===== src/rtl/dbi_encoder_pipe.sv =====
// dbi_encoder_pipe: registered, parametrised Data Bus Inversion encoder.
// The bus is split into LANES lanes of LANE_W bits. Each lane is inverted
// independently when its cost exceeds THRESH:
//   DC mode (mode=0): cost = number of zero bits in the lane.
//   AC mode (mode=1): cost = number of bit flips against the last word driven.
// A single output register stage with valid/ready handshake sits in front of
// the serializer. inv_cnt is a saturating count of inverted lanes.
module dbi_encoder_pipe #(
  parameter int LANES  = 4,
  parameter int LANE_W = 8,
  parameter int THRESH = LANE_W / 2,
  parameter int CNT_W  = 16
) (
  input  logic                      clk,
  input  logic                      rst_n,
  input  logic                      dbi_en,
  input  logic                      mode,
  input  logic                      in_valid,
  output logic                      in_ready,
  input  logic [LANES*LANE_W-1:0]   in_data,
  output logic                      out_valid,
  input  logic                      out_ready,
  output logic [LANES*LANE_W-1:0]   out_data,
  output logic [LANES-1:0]          out_dbi,
  input  logic                      idle_clr,
  input  logic                      stat_clr,
  output logic [CNT_W-1:0]          inv_cnt
);

  localparam int BUS_W  = LANES * LANE_W;
  localparam int COST_W = $clog2(LANE_W + 1);
  localparam int SUM_W  = $clog2(LANES + 1);
  localparam logic [COST_W-1:0] THRESH_C = COST_W'(THRESH);

  // Number of set bits in one lane.
  function automatic logic [COST_W-1:0] popcount(input logic [LANE_W-1:0] v);
    logic [COST_W-1:0] cnt;
    cnt = {COST_W{1'b0}};
    for (int i = 0; i < LANE_W; i++) begin
      cnt = cnt + COST_W'(v[i]);
    end
    return cnt;
  endfunction

  logic [BUS_W-1:0]  prev_r;
  logic [BUS_W-1:0]  out_data_r;
  logic [LANES-1:0]  out_dbi_r;
  logic              out_valid_r;
  logic [CNT_W-1:0]  inv_cnt_r;

  logic [BUS_W-1:0]  enc_s;
  logic [LANES-1:0]  inv_s;
  logic [SUM_W-1:0]  sum_s;
  logic [CNT_W:0]    sat_sum_s;
  logic [CNT_W-1:0]  cnt_next_s;
  logic              accept_s;

  // The output register can take a new beat when empty or draining this cycle.
  assign in_ready = !out_valid_r || out_ready;
  assign accept_s = in_valid && in_ready;

  assign out_valid = out_valid_r;
  assign out_data  = out_data_r;
  assign out_dbi   = out_dbi_r;
  assign inv_cnt   = inv_cnt_r;

  // Per-lane cost, inversion decision, encoded word and inverted-lane sum.
  always_comb begin
    logic [LANE_W-1:0] lane_d_v;
    logic [LANE_W-1:0] lane_p_v;
    logic [COST_W-1:0] cost_v;
    enc_s = {BUS_W{1'b0}};
    inv_s = {LANES{1'b0}};
    sum_s = {SUM_W{1'b0}};
    for (int k = 0; k < LANES; k++) begin
      lane_d_v = in_data[k*LANE_W +: LANE_W];
      lane_p_v = prev_r[k*LANE_W +: LANE_W];
      if (mode) begin
        cost_v = popcount(lane_d_v ^ lane_p_v);
      end else begin
        cost_v = popcount(~lane_d_v);
      end
      // A tie (cost == THRESH) keeps the data as is.
      if (dbi_en && (cost_v > THRESH_C)) begin
        inv_s[k] = 1'b1;
        enc_s[k*LANE_W +: LANE_W] = ~lane_d_v;
      end else begin
        inv_s[k] = 1'b0;
        enc_s[k*LANE_W +: LANE_W] = lane_d_v;
      end
      sum_s = sum_s + SUM_W'(inv_s[k]);
    end
  end

  // Saturating add of this beat's inverted-lane count.
  always_comb begin
    sat_sum_s = {1'b0, inv_cnt_r} + (CNT_W+1)'(sum_s);
    if (sat_sum_s[CNT_W]) begin
      cnt_next_s = {CNT_W{1'b1}};
    end else begin
      cnt_next_s = sat_sum_s[CNT_W-1:0];
    end
  end

  // Output stage: load on accept, drop valid once drained, hold while stalled.
  always_ff @(posedge clk or negedge rst_n) begin
    if (!rst_n) begin
      out_valid_r <= 1'b0;
      out_data_r  <= {BUS_W{1'b0}};
      out_dbi_r   <= {LANES{1'b0}};
    end else if (accept_s) begin
      out_valid_r <= 1'b1;
      out_data_r  <= enc_s;
      out_dbi_r   <= inv_s;
    end else if (out_ready) begin
      out_valid_r <= 1'b0;
    end
  end

  // AC history: follows the word actually driven; idle returns it to all ones.
  always_ff @(posedge clk or negedge rst_n) begin
    if (!rst_n) begin
      prev_r <= {BUS_W{1'b1}};
    end else if (accept_s) begin
      prev_r <= enc_s;
    end else if (idle_clr) begin
      prev_r <= {BUS_W{1'b1}};
    end
  end

  // Inversion statistics; a clear overrides a beat accepted in the same cycle.
  always_ff @(posedge clk or negedge rst_n) begin
    if (!rst_n) begin
      inv_cnt_r <= {CNT_W{1'b0}};
    end else if (stat_clr) begin
      inv_cnt_r <= {CNT_W{1'b0}};
    end else if (accept_s) begin
      inv_cnt_r <= cnt_next_s;
    end
  end

endmodule


===== config.mk =====
export PLATFORM = sky130hd
export DESIGN_NAME = dbi_encoder_pipe
export DESIGN_NICKNAME = d
export VERILOG_FILES = /design/src/rtl/dbi_encoder_pipe.sv
export SDC_FILE = /design/constraint.sdc
export NUM_CORES = 1
export LEC_CHECK = 0
export CAP_MARGIN = 10
export CORE_UTILIZATION = 45
export DETAILED_ROUTE_END_ITERATION = 6
export MAX_ROUTING_LAYER = met4
export PLACE_DENSITY_LB_ADDON = 0.25
export SKIP_CTS_REPAIR_TIMING = 1
export SLEW_MARGIN = 5
export SYNTH_ARGS = -nofsm -noshare
export SYNTH_HDL_FRONTEND = slang
export SYNTH_SLANG_ARGS = --single-unit

===== constraint.sdc =====
create_clock -name clk -period 13 [get_ports clk]
set_input_delay 2.6 -clock clk [delete_from_list [all_inputs] [get_ports clk]]
set_output_delay 2.6 -clock clk [all_outputs]
set_load 0.01 [all_outputs]

# Yosys cells after proc, flatten, opt, wreduce, memory -nomap -nowiden

Index checks and enable logic that the tools add are counted.
Widths: inputs -> output; s select.

$add $sub $neg: 60
Multiply operators: 0
Divide/modulo/power cells: 0
$lt $le $gt $ge: 4
Equality and inequality tests: 0
Shifts and indexed selects: 0
Multiplexer cells: 19
Bitwise operators: 8
Reduce and logical (&&, ||, !) cells: 10

Operator list:

| operator           | number |
|---|---|
| $add 4x1->4        | 32 |
| $mux 32            | 2 |
| $mux 16            | 3 |
| $add 3x1->4        | 8 |
| $mux 8             | 4 |
| $not 8->8          | 4 |
| $xor 8x8->8        | 4 |
| $add 2x1->3        | 9 |
| $add 1x1->2        | 9 |
| $add 16x3->17      | 1 |
| $gt 4x3->1 const B | 4 |
| $mux 4             | 4 |
| $mux 1             | 6 |
| $reduce_bool 2->1  | 3 |
| $logic_and 1x1->1  | 5 |
| $add 3x1->3        | 1 |
| $logic_not 1->1    | 1 |
| $logic_or 1x1->1   | 1 |

Flip-flop bits (word level): 85
Bits in latches: 0
Bits in writable memories: 0
ROM bits: 0
Input bits: 40
Output and inout port bits: 54
Word-level logic and storage cells: 106
Memories kept: 0

# Depth between registers and ports, before layout

Depth after elaboration: 19
Depth in mapped cells: 24
Gate-level depth less buffers: 23

# Least setup slack after synthesis

OpenSTA, ideal clock, no wires.

Path kind: input -> register
Start point: input port in_data[0]
End point: register inv_cnt_r[14] (netlist: inv_cnt[14])
Library setup time: 0.139 ns
Arrival: 7.656 ns
Required time: 12.861 ns
Path slack: 5.205 ns
Stages: 24
Path buffers: 1
Cells stage by stage: xnor2_1 fa_1 inv_1 fa_1 inv_1 fa_1 inv_1 ha_1 fa_1 o22ai_1 a21oi_1 o211ai_1 buf_2 inv_1 fa_1 inv_1 fa_1 inv_1 fa_1 nand3_1 nor4_2 nand3_1 nor3_1 a211oi_1

Word-level cells in the longest chain between the ends: 19
Elaborated cells on any way between the ends: 27
Classes of those cells: add/sub (18); order compare (1); mux (5); bitwise (2); reduce/logical (1)

Ends and longest elaborated chain:

| item                                            | RTL line | text |
|---|---|---|
| start: declaration                              | 20       | `input logic [LANES*LANE_W-1:0] in_data,` |
| $xor 8x8->8 / $not 8->8 (equally long branches) | 79, 81   |  |
| $add 1x1->2                                     | 40       | `cnt = cnt + COST_W'(v[i]);` |
| $add 2x1->3                                     | 40       |  |
| $add 3x1->4                                     | 40       |  |
| $add 4x1->4 (4 in a row)                        | 40       |  |
| $mux 4 *                                        | 78       | `if (mode) begin` |
| $gt 4x3->1 *                                    | 84       | `if (dbi_en && (cost_v > THRESH_C)) begin` |
| $logic_and 1x1->1 *                             | 84       |  |
| $mux 1 *                                        | 84       |  |
| named net inv_s[0]                              | 52       | `logic [LANES-1:0] inv_s;` |
| $add 1x1->2 *                                   | 91       | `sum_s = sum_s + SUM_W'(inv_s[k]);` |
| $add 2x1->3 *                                   | 91       |  |
| $add 3x1->3 *                                   | 91       |  |
| $add 16x3->17 *                                 | 97       | `sat_sum_s = {1'b0, inv_cnt_r} + (CNT_W+1)'(sum_s);` |
| $mux 16 *                                       | 98       | `if (sat_sum_s[CNT_W]) begin` |
| $mux 16 *                                       | 137      | `end else if (accept_s) begin` |
| $mux 16 *                                       | 135      | `end else if (stat_clr) begin` |
| end signal: assignment                          | 134      | `inv_cnt_r <= {CNT_W{1'b0}};` |
| end signal: assignment                          | 136      | `inv_cnt_r <= {CNT_W{1'b0}};` |
| end signal: assignment                          | 138      | `inv_cnt_r <= cnt_next_s;` |
| end: declaration                                | 49       | `logic [CNT_W-1:0] inv_cnt_r;` |

The timed path passes the listed nets; every way through them passes the cells marked *. The select of a mux whose other input is x is not followed.
A chain may end at the register's enable or synchronous reset.

# Worst setup path in the final report

Ends and elaborated chain as after synthesis.

==> impl_metrics.json <==
{
  "die_h_um": 112,
  "clk_pin_slew_ns": 0.06,
  "die_w_um": 112,
  "rsz0062_at_grt": "false",
  "yosys-top-cells-area": "dfrtp_1 (25%), dfstp_2 (16%), fa_1 (13%), xnor2_1 (9.2%), a21oi_1 (7.2%)",
  "async_flop_share": 1.00,
  "synth_top_area_share": 0.245,
  "critPathLaunch": "in_data[0]",
  "yosysWarnings": 0,
  "cp_max_fo": 10,
  "fmax_mhz": 111,
  "violations": "design-rule violations",
  "maxCapViolCount": 0,
  "synth_area_per_cell_um2": 9.93,
  "start_util": 0.468,
  "layout_common_cells": "clkdlybuf4s50_1 (92), nor2_1 (82), a21oi_1 (78)",
  "setup_viol": 0,
  "final.fill_count": 1003,
  "drive_gt1_frac": 0.100,
  "vias_per_cell": 5.25,
  "cts_tree": "done",
  "p_leak_nw": 2.85,
  "syn_nets": 645,
  "diodes": 0,
  "insertion_delay_ns": 0.35,
  "finalNonFillerCells": 780,
  "grt_pass1_vias": 4346,
  "hp-start": "out_dbi[3]",
  "dr_total_vias": 4095,
  "drt_first_iter_violations": 249,
  "p_per_area_mw_per_mm2": 287,
  "rows": 39,
  "critical_path_class": "in -> reg",
  "fin_crit_ns": 9.04,
  "ys_types": 44,
  "cp-start-kind": "primary input",
  "worstRegToRegCells": 23,
  "fin_crit_sh": 0.695,
  "core_area_mm2": 0.0116,
  "clock_skew_ns": 0.00641,
  "tightest_slew_ns": 1.12,
  "synth_top_family_by_area": "adder cells",
  "synth_edf_count": 0,
  "synthAdderAreaFrac": 0.187,
  "die_area_mm2": 0.0125,
  "min_path_type": "reg -> reg",
  "status": "finished, violations left",
  "mostFrequentLayoutCell": "clkdlybuf4s50_1",
  "gp_congestion": 0.810,
  "synth-seq-area-share": 0.400,
  "fin_nets": 732,
  "grt_max_degree": 106,
  "synth.area.mux_share": 0.00393,
  "crit_path_end_kind": "register",
  "hpwlAfterDp_um": 8730,
  "syn_to_final_growth_pct": 24.6,
  "synth-compound-area-share": 0.124,
  "ys_ff_latch": 85,
  "drt-wirelength-per-cell_um": 15.4,
  "ant_nets": 0,
  "slew_headroom": 0.249,
  "grt.overflow.total": 0,
  "ys.flop_type": "dfrtp_1",
  "cts_sinks": 85,
  "track_usage": 0.219,
  "synth_simple_gate_area_frac": 0.107,
  "routed_wl_um": 12000,
  "r2r_slack_ns": 6.26,
  "slew_violations": 0,
  "drc_errors": 3,
  "cts_max_level": 3,
  "netlist_instances": 545,
  "port_buffers": 93,
  "grt_first_pass_wirelength_um": 20800,
  "arrival_ns": 9.24,
  "whs_endpoint": "out_dbi[3]",
  "antenna_found_initial": 0,
  "dp.cells": 764,
  "crit_required_ns": 13.20,
  "min_path_cells": 2,
  "syn-cell-area_mm2": 0.00541,
  "r2r-end": "inv_cnt[14]",
  "numCtsBuffers": 9,
  "dr.pass1.iters": 6,
  "hold_violations": 0,
  "tns_ns": 0,
  "rr_startpoint": "prev_r[0]",
  "peakVddDrop_mv": 0.138,
  "synth_xor_area_frac": 0.112,
  "synth_top_area_cell": "dfrtp_1",
  "cts-root-buf": "clkbuf_16",
  "ioPinCount": 94,
  "cts.path.max_buffers": 2
}
## where the power goes
part           leakage (nW)  switching, W  internal, W  total (W)
sequential            0.975     0.0000672     0.000404   0.000471
clock                 0.138      0.000108     0.000139   0.000247
combinational          1.73      0.000637     0.000579    0.00122
total                  2.85      0.000812      0.00112    0.00193
## metrics by stage
stage	area (µm²)	total power (W)	util	hold WS (ns)	setup slack, ns
detailed placement	6470	0.00170	0.559	0.474	3.49
finish	6750	0.00193	0.583	0.479	3.96
global route	6750	0.00214	0.583	0.513	3.33
CTS	6750	0.00196	0.583	0.488	3.90
global placement	6470	0.00161	0.559	0.466	3.86
floorplan	5410	0.00132	-	0.488	5.20
## cell usage after synthesis, drive strengths merged (2+ instances only)
cell	count
dfrtp	53
o22ai	3
nand2	10
o21ai	5
and3	4
o21bai	3
a2111oi	2
a21oi	78
clkbuf	2
xnor2	57
o311ai	2
inv	65
buf	20
dfstp	32
nor2	83
ha	25
fa	35
nor3	5
o211ai	2
nand3	11
nor2b	4
nand2b	2
o221ai	3
a211oi	7
xor2	12
a31oi	5
## worst max path at each step
stage / endpoint / depth (start not counted)
4_1_cts: inv_cnt[14] / 24
5_1_grt: inv_cnt[14] / 24
6_report: inv_cnt[14] / 24
2_1_floorplan: inv_cnt[14] / 24
3_5_place_dp: inv_cnt[14] / 24
3_3_place_gp: inv_cnt[14] / 24
## layer usage
layer,global-route usage,vias to the layer above,wire [µm],share of wire
li1,-,1964,-,-
met4,0.0946,0,265,0.022
met5,-,-,0,0
met2,0.352,99,6030,0.50
met3,0.0457,22,590,0.049
met1,0.266,2010,5100,0.43
## critical path, cell delays in order
cell and delay, ns:
clkdlybuf4s50_1 0.50, xnor2_1 0.20, fa_1 0.54, inv_1 0.05
fa_1 0.53, inv_1 0.06, fa_1 0.53, inv_1 0.04
ha_1 0.21, fa_1 0.40, o22ai_1 0.16, a21oi_1 0.07
o211ai_1 0.90, inv_1 0.16, fa_1 0.54, inv_1 0.05
fa_1 0.38, inv_1 0.09, fa_1 0.20, nand3_1 0.13
nor4_2 0.42, nand3_1 0.18, nor3_1 0.22, a211oi_1 0.08
## final cells by class
class	instances	area, µm²	area share
clock buffer	12	256	0.0380
clock inverter	4	22.5	0.00334
inverter	65	244	0.0362
multi-input combinational	373	2910	0.432
sequential	85	2170	0.321
tap	143	179	0.0265
timing repair buffer	98	966	0.143
## sequential cells by signal (all words and copies together) (netlist names)
name and flops:
prev_r 32, out_data 32, out_valid 1, inv_cnt 16
out_dbi 4
## logic make-up after synthesis
family	after synthesis
AOI/OAI and AO/OA	116
adders and majority gates	60
xor gates and xnor gates	69
and+or+nand+nor	126
DFF	85
buffers and inverters	87
muxes	2
(Power assumes the default switching activity.)
==> RTL edit 1 (same flow settings) <==
Register the output `inv_cnt` once more, cleared by the reset; this adds one clock of latency there. The other outputs are not delayed to match.
--- a/src/rtl/dbi_encoder_pipe.sv
+++ b/src/rtl/dbi_encoder_pipe.sv
@@ -62,7 +62,13 @@
   assign out_valid = out_valid_r;
   assign out_data  = out_data_r;
   assign out_dbi   = out_dbi_r;
-  assign inv_cnt   = inv_cnt_r;
+  always_ff @(posedge clk or negedge rst_n) begin
+    if (!rst_n) begin
+      inv_cnt <= '0;
+    end else begin
+      inv_cnt <= inv_cnt_r;
+    end
+  end
 
   // Per-lane cost, inversion decision, encoded word and inverted-lane sum.
   always_comb begin
Behaviour: not the same (a bounded check fails within 4 cycles, from zero or initial values and one cycle with rst_n low).
==> RTL edit 1 against the unedited design <==
  * Wire length increased by 1.6%
  * Critical path depth decreased by 1
  * Power increased by 1.6%
  * Hold slack got worse by 66 ps
  * Clock skew about the same
  * Sequential cell count increased by 16
  * Setup slack improved by 260 ps
  * Cell area increased by 6.0%
  * Register-to-register slack improved by 230 ps
  * Highest routed layer unchanged
  * Clock power increased by 4%
  * Synthesized area increased by 6.8%
  * Largest cell class unchanged
==> RTL edit 1: results (changes against the unedited design) <==
stage	metric	value	unit	change
outcome	outcome	complete, no violations		
logic_synthesis	Area contributors post-synth	dfrtp_1 (30%), dfstp_2 (15%), fa_1 (12%)		
global_route	first-pass GRT wire length	20.06	mm	-3.6%
routing	Pre-Repair DR Iteration Count	4		-2
power	peak supply drop	0.1134	mV	-18%
critical_path	Max stage delay on crit path	530	ps	-370 ps
routing	routed len/inst	14.87	um	-3.2%
logic_synthesis	Compound-Gate Fraction of Synth Area	11.60	%	-0.82 points
logic_synthesis	Synth Area in Adders	17.52	%	-1.2 points
global_route	met1 usage	26.71	%	+0.094 points
routing	initial DRC count	167		-33%
logic_synthesis	synthesized net count	657		+1.9%
placement	DP Area	6870	um^2	+6.2%
sta	Clock Skews	6.045	ps	-0.3600 ps
logic_synthesis	cell count after synthesis	557		+2.2%
routing	Via density	5.066		-3.5%
placement	placed instance count	803		+5.1%
sta	Slew HR	27.26	%	+2.3 points
placement	DP HPWL	8.947	mm	+2.4%
logic_synthesis	number of library cell types mapped by synthesis	43		-2.3%
power	Pleak	3.048	nW	+7.0%
cells_and_area	final net count	742		+1.4%
logic_synthesis	XOR/XNOR Fraction of Synth Area	10.60	%	-0.56 points
power	Pint	1.153	mW	+2.8%
cells_and_area	layout cells sized above 1	9.119	%	-0.93 points
global_route	M2 GR Usage	31.62	%	-3.6 points
RTL edit 1: logic make-up after synthesis:
kind of cell	Yosys count
and+or+nand+nor	121
AOI/OAI and AO/OA	116
DFF	101
buffers and inverters	88
xor gates and xnor gates	70
adders and majority gates	60
muxes	1
RTL edit 1: path summary, 6_finish.rpt:
kind	startpoint	to	slack, ps	cells after the start
worst max register to register	prev_r[0]	inv_cnt_r[13]	6490	22
worst max-delay path	in_data[0]	inv_cnt_r[13]	4220	23
worst min register to register	inv_cnt_r[12]	inv_cnt[12]	410	0
min in group asynchronous	rst_n	out_data[6]	2190	1
max in group asynchronous	rst_n	out_data[20]	9610	2
worst min-delay path	inv_cnt_r[12]	inv_cnt[12]	410	0
RTL edit 1: area by class of cell:
type / instances / area [um^2]
Sequential cell: 101 / 2567
Tap cell: 172 / 215.2
Timing Repair Buffer: 97 / 958.4
Clock inverter: 6 / 53.80
Multi-Input combinational cell: 368 / 2885
Clock buffer: 10 / 229.0
Fill cell: 1132 / 5415
Inverter: 65 / 244.0
RTL edit 1: per-layer routing:
layer  vias to the layer above  routed length, um
met5                         -                  0
met4                         0                235
met3                        15                369
met2                        84               5919
met1                      2047               5651
li1                       2003                  -
RTL edit 1: power groups by stage:
stage	Combinational, mW	Clock (mW)	Sequential [mW]
2_1_floorplan	0.817	0	0.542
3_3_place_gp	1.14	0	0.521
3_5_place_dp	1.21	0	0.525
4_1_cts	1.21	0.265	0.521
5_1_grt	1.36	0.279	0.534
6_report	1.19	0.258	0.520
==> RTL edit 2 (config.mk and constraints unchanged) <==
Without the edit above. Change the parameter `LANE_W` from 8 to 4.
--- a/src/rtl/dbi_encoder_pipe.sv
+++ b/src/rtl/dbi_encoder_pipe.sv
@@ -7,7 +7,7 @@
 // the serializer. inv_cnt is a saturating count of inverted lanes.
 module dbi_encoder_pipe #(
   parameter int LANES  = 4,
-  parameter int LANE_W = 8,
+  parameter int LANE_W = 4,
   parameter int THRESH = LANE_W / 2,
   parameter int CNT_W  = 16
 ) (
Ports: changed (resized in_data and out_data); port bits go from 94 to 62. The function was not compared with the original's and may differ.
==> RTL edit 2 against the unedited design <==
  * Synthesized area fell by 37%
  * Synthesized cell count fell by 37%
  * Setup slack improved by 2100 ps
  * Sequential share of layout area fell by 0.13 points
  * Sequential cell count fell by 32
  * Largest cell class unchanged
  * Power fell by 73%
  * Cell area fell by 38%
  * Wire length fell by 38%
==> RTL edit 2: results (changes against the unedited design) <==
stage	metric	value	unit	change
cts	CTS Buffer Depth	2		unchanged
power	peak supply drop	0.06650	mV	-52%
logic_synthesis	Area contributors post-synth	dfrtp_1 (27%), dfstp_2 (12%), fa_1 (6.4%)		
global_route	first-pass GRT wire length	12.15	mm	-42%
global_route	largest net degree at the start of global routing	54		-49%
cts	clock-pin slew on the worst setup and hold paths	90	ps	+30 ps
sta	Clock Skews	9.300	ps	+2.895 ps
logic_synthesis	synthesized net count	398		-38%
cells_and_area	nonclk buf count	64		-35%
cts	clock latency on the worst-skew pair	310	ps	-40 ps
cells_and_area	fillers	655		-35%
cells_and_area	nonclk inv count	24		-63%
placement	DP HPWL	5.304	mm	-39%
placement	IO buf count	61		-34%
worst_hold_path	Worst Hold Path EP	out_dbi[2]		
cells_and_area	Clock buffer cells	7		-5
global_route	initial antenna violation count	0		unchanged
critical_path	slowest stage cell, crit path	clkdlybuf4s50_1		
cells_and_area	Multi-In Gates	251		-33%
routing	routed len/inst	14.83	um	-3.5%
routing	initial DRC count	101		-59%
cells_and_area	fraction of area in multi-input gates	45.23	%	+2.1 points
outcome	outcome	complete, no violations		
cells_and_area	Clock-cell share	2.765	%	-1.4 points
cts	CTS Buf Count	5		-4
cts	CTS sink cnt	53		-38%
logic_synthesis	Yosys warning count	0		unchanged
critical_path	reg2reg path depth	15		-35%
cells_and_area	# diodes	0		unchanged
worst_hold_path	critical hold path startpoint	out_dbi[2]		
critical_path	reg2reg end	inv_cnt[10]		
routing	Via density	5.357		+2.0%
cts	CTS Root Cell	clkbuf_8		
logic_synthesis	sequential-to-total area share from yosys stat	39.26	%	-0.78 points
critical_path	Worst setup startpoint	out_ready		
critical_path	Critical R2R Launch	prev_r[8]		
critical_path	crit path max fanout	27		+17
logic_synthesis	Synth Flop Type	dfrtp_1		
critical_path	CP top delay family	buffers and inverters		
critical_path	Crit path arrival time	4350	ps	-4890 ps
routing	Pre-Repair DR Iteration Count	4		-2
critical_path	flop-to-flop setup slack	8570	ps	+2310 ps
global_route	vias in the first global route	2535		-42%
logic_synthesis	Post-synth top cells	nor2_1 (57), dfrtp_1 (37), nor3_1 (35)		
critical_path	Max stage delay on crit path	640	ps	-260 ps
cts	CTS H-tree depth	2		-1
sta	Worst-Margin Slew	723.2	ps	-397.8 ps
placement	GPL Wtd Cong	0.8511		+5.0%
logic_synthesis	number of library cell types mapped by synthesis	42		-4.5%
cells_and_area	NonClk Buf Share	14.93	%	+0.61 points
power	Pleak	1.716	nW	-40%
global_route	All-Layer GR Usage	20.56	%	-1.3 points
cells_and_area	FF+latch area	1346	um^2	-38%
routing	antenna-violating nets left	0		unchanged
cells_and_area	final net count	451		-38%
critical_path	CP endpoint	in_ready		
cells_and_area	layout cells sized above 1	12.75	%	+2.7 points
-- RTL edit 2: cell types whose count changed after synthesis, moves of 10 or more --
cell     delta
a21oi_1    -74
buf_2      -10
dfrtp_1    -16
dfstp_2    -16
fa_1       -24
inv_1      -42
mux2i_1    +10
nor2_1     -26
nor3_1     +31
xnor2_1    -57
-- RTL edit 2: report_power, final --
part / internal (mW) / leakage [nW] / switching [mW]
Sequential: 0.196 / 0.630 / 0.0159
Clock: 0.0628 / 0.0585 / 0.0534
Combinational: 0.0910 / 1.03 / 0.0979
-- RTL edit 2: cell families after synthesis --
| group | after synthesis | share of synthesized area, % |
|---|---|---|
| mux | 18 | 5.618 |
| simple gates | 148 | 21.93 |
| flops | 53 | 39.26 |
| fa+ha+maj | 28 | 12.62 |
| buf+inv | 42 | 5.326 |
| compound gates | 41 | 11.16 |
| xor+xnor | 16 | 4.086 |
-- RTL edit 2: per-layer routing --
layer  wire (um)  global-route usage, %
met3         271                  2.955
met1        3614                  28.62
met4         107                  5.916
met5           0                      -
met2        3405                  31.37
-- RTL edit 2: stage by stage --
step / hold slack [ps] / std cells / setup slack, ps / area (um^2) / utilization [%]
finish: 494.0 / 499 / 6048 / 4208 / 57.70
global route: 507.3 / 499 / 5946 / 4208 / 57.70
CTS: 498.6 / 499 / 6053 / 4208 / 57.70
detailed placement: 478.2 / 491 / 5864 / 4091 / 56.11
global placement: 470.5 / 491 / 6008 / 4091 / 56.11
floorplan: 513.1 / 346 / 6804 / 3430 / -
-- RTL edit 2: worst reg2reg max path, cell delays in order (launching register included) --
cell and delay (ps):
dfstp_2 550, xor2_1 220, fa_1 440, ha_1 210, ha_1 260, nand2_1 70, a311oi_4 530, fa_1 510
inv_1 80, fa_1 190, inv_1 60, fa_1 470, nand4_4 140, nor2_4 60, a2111oi_0 400, nor3_1 90
